--- src/rtl/avmm_reg_master_pkg.sv ---
// Shared definitions for the register-mapped Avalon-MM master.
//   state_t         : sequencer states (IDLE, WR, RD, RD_CAP)
//   CTRL_*          : bit positions inside the MCU control register write
//   STAT_*          : bit positions inside the status word
package avmm_reg_master_pkg;

    typedef enum logic [1:0] {
        IDLE   = 2'd0,
        WR     = 2'd1,
        RD     = 2'd2,
        RD_CAP = 2'd3
    } state_t;

    localparam int CTRL_AUTO_INC = 0;
    localparam int CTRL_CLR_OVF  = 1;

    localparam int STAT_OVF      = 7;
    localparam int STAT_AUTO_INC = 6;
    localparam int STAT_RD_BUSY  = 5;
    localparam int STAT_CNT_W    = 5;   // count occupies [4:0]

endpackage

--- src/rtl/avmm_wq_fifo.sv ---
// Posted-write queue: synchronous first-word-fall-through FIFO.
//   sysclk, sysreset : clock, synchronous active-high reset (flushes the queue)
//   push, din        : write an entry; ignored when full
//   pop              : drop the head entry; ignored when empty
//   dout             : current head entry (valid while !empty)
//   count            : number of entries held
//   full, empty      : occupancy flags
module avmm_wq_fifo #(
    parameter int WIDTH = 48,
    parameter int DEPTH = 4,
    localparam int AW   = $clog2(DEPTH),
    localparam int CW   = $clog2(DEPTH + 1)
) (
    input  logic             sysclk,
    input  logic             sysreset,
    input  logic             push,
    input  logic             pop,
    input  logic [WIDTH-1:0] din,
    output logic [WIDTH-1:0] dout,
    output logic [CW-1:0]    count,
    output logic             full,
    output logic             empty
);

    logic [WIDTH-1:0] mem [DEPTH];
    logic [AW-1:0]    wr_ptr;
    logic [AW-1:0]    rd_ptr;
    logic             do_push;
    logic             do_pop;

    assign full    = (count == CW'(DEPTH));
    assign empty   = (count == '0);
    assign do_push = push & ~full;
    assign do_pop  = pop & ~empty;
    assign dout    = mem[rd_ptr];

    // Storage needs no reset: the pointers define which entries are valid.
    always_ff @(posedge sysclk) begin
        if (do_push) begin
            mem[wr_ptr] <= din;
        end
    end

    // DEPTH is a power of two, so the pointers wrap by plain overflow.
    always_ff @(posedge sysclk) begin
        if (sysreset) begin
            wr_ptr <= '0;
            rd_ptr <= '0;
            count  <= '0;
        end else begin
            if (do_push) wr_ptr <= wr_ptr + AW'(1);
            if (do_pop)  rd_ptr <= rd_ptr + AW'(1);
            count <= count + CW'(do_push) - CW'(do_pop);
        end
    end

endmodule

--- src/rtl/avmm_reg_master.sv ---
// Register-mapped Avalon-MM master fronting the supervised MCU.
// MCU register loads become posted Avalon writes (queued), MCU reads of the
// write-data register become Avalon reads ordered behind all queued writes.
//   sysclk, sysreset          : clock, synchronous active-high reset
//   load_data                 : MCU write data for every ld_* strobe
//   ld_ad_hi / ld_ad_lo       : load address high / low word
//   ld_wdata                  : queue a write of load_data at the current address
//   ld_ctrl                   : [0] auto_inc, [1] clear overflow (command bit)
//   rd_trigger                : request an Avalon read at the current address
//   ad_hi, ad_lo              : address registers
//   rdata                     : last captured read data
//   status                    : {8'h0, overflow, auto_inc, rd_busy, count[4:0]}
//   mcu_wait                  : stall request to the MCU
//   av_*                      : Avalon-MM master port
//
// Handshake: an Avalon transfer completes on the rising edge where av_read or
// av_write is 1 and av_waitrequest is 0; address/data/command are held
// unchanged until then. The MCU side has no handshake: strobes are single
// cycle and the MCU must honour mcu_wait.
module avmm_reg_master
    import avmm_reg_master_pkg::*;
#(
    parameter int ADDR_W   = 32,
    parameter int DATA_W   = 16,
    parameter int WQ_DEPTH = 4,
    parameter int INC_STEP = DATA_W / 8
) (
    input  logic              sysclk,
    input  logic              sysreset,
    input  logic [15:0]       load_data,
    input  logic              ld_ad_hi,
    input  logic              ld_ad_lo,
    input  logic              ld_wdata,
    input  logic              ld_ctrl,
    input  logic              rd_trigger,
    output logic [15:0]       ad_hi,
    output logic [15:0]       ad_lo,
    output logic [DATA_W-1:0] rdata,
    output logic [15:0]       status,
    output logic              mcu_wait,
    output logic [ADDR_W-1:0] av_address,
    output logic              av_read,
    output logic              av_write,
    output logic [DATA_W-1:0] av_writedata,
    input  logic [DATA_W-1:0] av_readdata,
    input  logic              av_waitrequest
);

    localparam int QW = ADDR_W + DATA_W;
    localparam int CW = $clog2(WQ_DEPTH + 1);

    state_t              state;
    state_t              state_nxt;
    logic                auto_inc;
    logic                overflow;
    logic                rd_pend;
    logic [ADDR_W-1:0]   rd_addr;
    logic [31:0]         addr32;
    logic [31:0]         addr_inc;
    logic                do_inc;

    logic                wq_push;
    logic                wq_pop;
    logic [QW-1:0]       wq_din;
    logic [QW-1:0]       wq_dout;
    logic [CW-1:0]       wq_count;
    logic                wq_full;
    logic                wq_empty;

    // 32-bit add gives the hi/lo carry and the 0xFFFFFFFF -> 0 wrap for free.
    assign addr32   = {ad_hi, ad_lo};
    assign addr_inc = addr32 + 32'(INC_STEP);
    assign wq_push  = ld_wdata & ~wq_full;
    assign wq_din   = {addr32[ADDR_W-1:0], load_data[DATA_W-1:0]};
    assign do_inc   = auto_inc & (wq_push | (state == RD_CAP));

    avmm_wq_fifo #(
        .WIDTH (QW),
        .DEPTH (WQ_DEPTH)
    ) u_wq (
        .sysclk   (sysclk),
        .sysreset (sysreset),
        .push     (wq_push),
        .pop      (wq_pop),
        .din      (wq_din),
        .dout     (wq_dout),
        .count    (wq_count),
        .full     (wq_full),
        .empty    (wq_empty)
    );

    always_comb begin
        state_nxt = state;
        wq_pop    = 1'b0;
        case (state)
            IDLE: begin
                if (!wq_empty)    state_nxt = WR;
                else if (rd_pend) state_nxt = RD;
            end
            WR: begin
                if (!av_waitrequest) begin
                    wq_pop = 1'b1;
                    // A push landing on the pop edge also keeps the burst going.
                    if ((wq_count > CW'(1)) || wq_push) state_nxt = WR;
                    else if (rd_pend)                   state_nxt = RD;
                    else                                state_nxt = IDLE;
                end
            end
            RD: begin
                if (!av_waitrequest) state_nxt = RD_CAP;
            end
            RD_CAP:  state_nxt = IDLE;
            default: state_nxt = IDLE;
        endcase
    end

    always_ff @(posedge sysclk) begin
        if (sysreset) begin
            state    <= IDLE;
            ad_hi    <= '0;
            ad_lo    <= '0;
            auto_inc <= 1'b0;
            overflow <= 1'b0;
            rd_pend  <= 1'b0;
            rd_addr  <= '0;
            rdata    <= '0;
        end else begin
            state <= state_nxt;

            if (ld_ctrl) auto_inc <= load_data[CTRL_AUTO_INC];
            // A dropped push in the same cycle as a clear still leaves overflow set.
            if (ld_wdata && wq_full)                      overflow <= 1'b1;
            else if (ld_ctrl && load_data[CTRL_CLR_OVF])  overflow <= 1'b0;

            // Any explicit address load suppresses the increment on both halves.
            if (ld_ad_hi || ld_ad_lo) begin
                if (ld_ad_hi) ad_hi <= load_data;
                if (ld_ad_lo) ad_lo <= load_data;
            end else if (do_inc) begin
                ad_hi <= addr_inc[31:16];
                ad_lo <= addr_inc[15:0];
            end

            if (state == RD_CAP)  rd_pend <= 1'b0;
            else if (rd_trigger)  rd_pend <= 1'b1;

            if ((state != RD) && (state_nxt == RD)) rd_addr <= addr32[ADDR_W-1:0];
            if ((state == RD) && !av_waitrequest)   rdata   <= av_readdata;
        end
    end

    // Avalon outputs decode registered state and queue storage only, so no
    // combinational path exists from av_waitrequest.
    assign av_write     = (state == WR);
    assign av_read      = (state == RD);
    assign av_address   = (state == WR) ? wq_dout[QW-1 -: ADDR_W] : rd_addr;
    assign av_writedata = wq_dout[DATA_W-1:0];

    // Holding the stall through RD_CAP lets the MCU's read see fresh rdata.
    assign mcu_wait = wq_full | rd_pend | (state == RD_CAP);
    assign status   = {8'h00, overflow, auto_inc, rd_pend, STAT_CNT_W'(wq_count)};

endmodule
--- config.mk ---
export PLATFORM = sky130hd
export DESIGN_NAME = avmm_reg_master
export DESIGN_NICKNAME = d
export VERILOG_FILES = /design/src/rtl/avmm_reg_master_pkg.sv /design/src/rtl/avmm_wq_fifo.sv /design/src/rtl/avmm_reg_master.sv
export SDC_FILE = /design/constraint.sdc
export NUM_CORES = 1
export LEC_CHECK = 0
export BUFFER_PORTS_ARGS = -buffer_cell sky130_fd_sc_hd__clkbuf_2
export CAP_MARGIN = 20
export CORE_MARGIN = 2
export CORE_UTILIZATION = 31
export CTS_CLUSTER_DIAMETER = 50
export DETAILED_ROUTE_END_ITERATION = 8
export REMOVE_ABC_BUFFERS = 1
export SLEW_MARGIN = 30
export SYNTH_ARGS = -nofsm -noshare
export SYNTH_HDL_FRONTEND = slang
export SYNTH_SLANG_ARGS = --single-unit
--- constraint.sdc ---
create_clock -name sysclk -period 3.1 [get_ports sysclk]
set_clock_uncertainty 0.15 [all_clocks]
set_input_delay 0.31 -clock sysclk [delete_from_list [all_inputs] [get_ports sysclk]]
set_output_delay 0.31 -clock sysclk [all_outputs]
set_load 0.1 [all_outputs]
# Yosys cells after proc, flatten, opt, wreduce, memory -nomap -nowiden
# Memories as Yosys holds them, arrays and structs flattened. A register that Yosys moved wholly into a read port is not among the register bits.
# Index checks and enable logic that the tools add are counted.
# word_totals
mem_count,1
ff_bits,92
output_inout_bits,115
ram_bits,192
wordCells,71
inputBits,40
# classes
mux,22
addsub,5
eq_ne,8
reduce_logical,14
bitwise,9
n_lt_le_gt_ge,1
# mem_list
name,depth,width,rd,rd_ports_with_merged_regs,write_ports,line,source
u_wq.mem,4,48,1,1,1,avmm_wq_fifo.sv:25,logic [WIDTH-1:0] mem [DEPTH];
# ops
cell,n
$mux 16,6
$add 32x2->32 const B,1
$mux 32,1
$mux 2,8
$pmux 2 s4,1
$eq 2x2->1 const B,3
$mux 1,6
$ne 2x2->1 const B,3
$add 2x1->2 const B,2
$and 1x1->1,4
$logic_and 1x1->1,4
$reduce_and 2->1,2
$reduce_bool 2->1,2
$add 3x1->3,1
$eq 3x3->1 const B,1
$gt 3x1->1 const B,1
$logic_not 3->1,1
$or 1x1->1,3
$sub 3x1->3,1
$eq 2x1->1 const B,1
$logic_not 2->1,1
$logic_or 1x1->1,2
$not 1->1,2
$reduce_or 2->1,1
$logic_not 1->1,1

# Longest topological paths before layout
# logic_depth
ltp_word,9
mapped_depth,8
ltp_nobuf,8

# Modules after synthesis
# Synthesis repeated with hierarchy kept, for this count alone.
# unflattened
cells_unflattened,903
area_unflattened_um2,11832.6
# modules_own_cells
mod,area_per_inst_um2,seq_area_each_um2,n_inst,cells_each
avmm_wq_fifo,7387.1,5945.7,1,301
avmm_reg_master,4445.5,1701.6,1,602

# Worst setup path before layout
# OpenSTA, ideal clock, no wires.
# synth_path
path_type,register to register
start,register u_wq.count[0]
end,"memory u_wq.mem[0][0], enable pin"
t_arrival_ps,2616
stages_incl_launch_ff,4
setup_time_ps,411
synth_period_minus_slack_ps,3177
slack_ps,-77
n_path_buf,1
t_required_ps,2539
path_cell_list,dfxtp_1 or3b_1 buf_6 and3_1
# synth_between
elab_chain_cells,6
# synth_rtl
item,line,source
"start, declared",avmm_wq_fifo.sv:20,"output logic [CW-1:0] count,"
"start signal, assigned",avmm_wq_fifo.sv:53,count <= count + CW'(do_push) - CW'(do_pop);
$eq 3x3->1 *,avmm_wq_fifo.sv:31,assign full = (count == CW'(DEPTH));
$not 1->1 *,"avmm_wq_fifo.sv:33, avmm_reg_master.sv:73",
$and 1x1->1,avmm_reg_master.sv:73,assign wq_push = ld_wdata & ~wq_full;
$and 1x1->1 *,avmm_wq_fifo.sv:33,assign do_push = push & ~full;
$mux 1 *,avmm_wq_fifo.sv:39,if (do_push) begin
$mux 1 (not written as such) *,avmm_wq_fifo.sv:40,mem[wr_ptr] <= din;
"end, declared",avmm_wq_fifo.sv:25,
# Mark *: on every way between the ends. The rest lies on a longest branch, timed or not.

==> results.cfg <==
[setup_path]
cp.buffers_inverters = 2
path_class = flop to output pin
slowest_stage = dfxtp_4
worst_r2r_path_depth = 7
timing.rr.end = u_wq.count[1]
crit_chain = buf_12 -> mux4_2 -> mux2_2 -> clkbuf_2
worstPathArrival_ns = 2.52
cp-end-kind = output pin
max_stage_delay_ns = 0.54
critical-path-top-delay-family = multiplexers
r2r_start = state[0]
path_max_fanout = 18
required_ns = 2.64
cp-start-kind = flop
r2r_slack_ns = 0.47
cp.depth = 4

[sta]
fin_setup_tns_ns = 0
min_period_ns = 2.98
worst_slack_ns = 0.125
slew_viol_final = 0
finalSetupViolCount = 0
rsz0062_at_grt = no
worstMarginPinSlew_ns = 0.851
finalCritPeriodShare_pct = 96.0
hold_slack_ns = 0.0871
slew_headroom_pct = 43.3
finalHoldViolCount = 0
fmax_mhz = 336

[global_route]
grt_overflow = 0
grt_pass1_wl_um = 49300
antenna_found_initial = 1
grt_pass1_vias = 8155
grt_max_degree = 66
grt_use_total_pct = 15.7

[pwr]
p_leak_nw = 5.37
vdd.ir_drop.worst_mv = 0.592
p_per_area_mw_per_mm2 = 880
p_total_w = 0.0134

[logic_synthesis]
syn_avg_cell_area_um2 = 13.9
synthAdderAreaFrac_pct = 1.09
seq_area_frac_synth_pct = 62.8
yosys.area_share.xor_xnor_pct = 0.432
synth_top_area_share_pct = 47.4
ys_types = 75
synthSimpleGateAreaFrac_pct = 9.93
synth_warnings = 0
synthMuxAreaShare_pct = 12.1
ys_seq_elements = 286
yosys-top-cells-area = edfxtp_1, dfxtp_1, mux4_2, mux2_2, a21oi_1
syn_area_mm2 = 0.0122
synthFlopType = edfxtp_1
async_flop_share_pct = 0
synthCells = 878
synth_top_family_by_area = multiplexers
synth-compound-area-share_pct = 10.0
synth_area_leader_cell = edfxtp_1
synth_edf_count = 192

[final_layout]
final_common_cell = edfxtp_1
layout-drive-gt1-share_pct = 32.4
syn_to_final_growth_pct = 24.9
final_cell_mix = edfxtp_1, clkbuf_2, dfxtp_1
multi_input_area_mm2 = 0.00416
n_antenna_cell = 0
fillers = 3673
seq_area_mm2 = 0.00765
fin_nets = 1120

[routing]
vias_per_cell = 5.06
drc = 0
routedWlPerCell_um = 19.8
drt_first_iter_violations = 522
ant_nets = 0
firstDrtPassIters = 5
num_vias = 8182
drt_wl_total_um = 32100

[clocking]
cts_buffers = 38
root_buffer = clkbuf_16
cts_tree = yes
clock-sinks = 286
htreeDepth = 2
clk_latency_ns = 0.55
clock_path_buffers = 3
postCtsSetupBuffers = 0
clk_pin_slew_worst_paths_ns = 0.05

[place]
dp_hpwl_um = 20300
place_congestion = 0.807
pre_cts_ws_ns = 0.536
io_buffers = 144

[status]
outcome = completed

[floorplan]
start_util_pct = 31.4
core_area_mm2 = 0.0387
die_w_um = 202
rows = 72
die_area_mm2 = 0.0409
io_pins = 155
dieHeight_um = 202

[hold_path]
min_to = overflow
worstHoldPathCells = 3
hp-start = ld_wdata
min_path_type = input pin to flop

[run]
drv_cap = 0
cells in the mapped netlist, types with 8 or more instances:
| master | number |
|---|---|
| nor2_1 | 42 |
| clkbuf_1 | 29 |
| dfxtp_1 | 94 |
| nand4_1 | 11 |
| and3_1 | 8 |
| buf_4 | 18 |
| or3_1 | 10 |
| edfxtp_1 | 192 |
| buf_2 | 15 |
| o31ai_1 | 9 |
| ha_1 | 9 |
| nand2_1 | 72 |
| inv_1 | 18 |
| mux2_2 | 33 |
| o21ai_0 | 10 |
| a21oi_1 | 66 |
| o211ai_1 | 37 |
| mux4_2 | 48 |
| nand3_1 | 47 |
worst max-delay path by stage:
| stage | start | end |
|---|---|---|
| after floorplan | state[0] | av_address[0] |
| after global placement | state[0] | u_wq.count[1] |
| after detailed placement | state[0] | u_wq.count[1] |
| after CTS | flop | av_address[4] |
| after global routing | flop | av_address[15] |
| final | flop | av_address[11] |
power breakdown:
group / total, W / internal, W / switching, W
clock: 0.00443 / 0.00270 / 0.00173
sequential: 0.00472 / 0.00449 / 0.000230
combinational: 0.00422 / 0.000961 / 0.00326
total: 0.0134 / 0.00816 / 0.00522
tightest hold or removal path: cells and delay by family:
| family | cells | cell delay [ns] |
|---|---|---|
| buf+inv | 1 | 0.22 |
| compound gates | 1 | 0.13 |
| simple gates | 1 | 0.08 |
metrics by stage:
stage | cells | utilization [%] | cell area [um2]
after global routing | 1617 | 39.3 | 15200
after floorplan | 819 | - | 11800
after detailed placement | 1514 | 35.1 | 13600
after global placement | 1514 | 35.1 | 13600
final | 1617 | 39.3 | 15200
after CTS | 1617 | 39.3 | 15200
what timing repair did:
item                       in CTS  in global routing
gates resized for setup         0                 19
setup endpoints to repair       0                 19
hold endpoints to repair       91                  0
hold buffers                   34                  0
per-layer routing:
metal	vias to the layer above	global-route usage [%]	wire length [um]
li1	3787	-	-
met1	4119	21.1	14300
met2	229	25.7	15500
met3	45	3.51	1750
met4	2	4.30	562
met5	-	0	11
final cells by class:
type	count	share of cell area [%]
well taps	518	4.26
flip-flops and latches	286	50.3
clock buffers	47	6.67
multi-input cells	514	27.3
inverters	19	0.469
clock inverters	22	1.75
repair buffers	211	9.20
flip-flops by register name (all words and copies together), names as in the netlist, named ones only:
| name | cells |
|---|---|
| state | 2 |
| u_wq.wr_ptr | 2 |
| u_wq.rd_ptr | 2 |
| rdata | 16 |
| u_wq.count | 3 |
| overflow | 1 |
| rd_pend | 1 |
| ad_lo | 16 |
| rd_addr | 32 |
| u_wq.mem | 192 |
| ad_hi | 16 |
| auto_inc | 1 |
cells by family after synthesis:
group / after synthesis
AOI/OAI and AO/OA: 172
other: 1
xor gates and xnor gates: 6
buffers and inverters: 87
muxes: 83
adders and majority gates: 10
DFF: 286
and+or+nand+nor: 233
(Power assumes the default switching activity.)
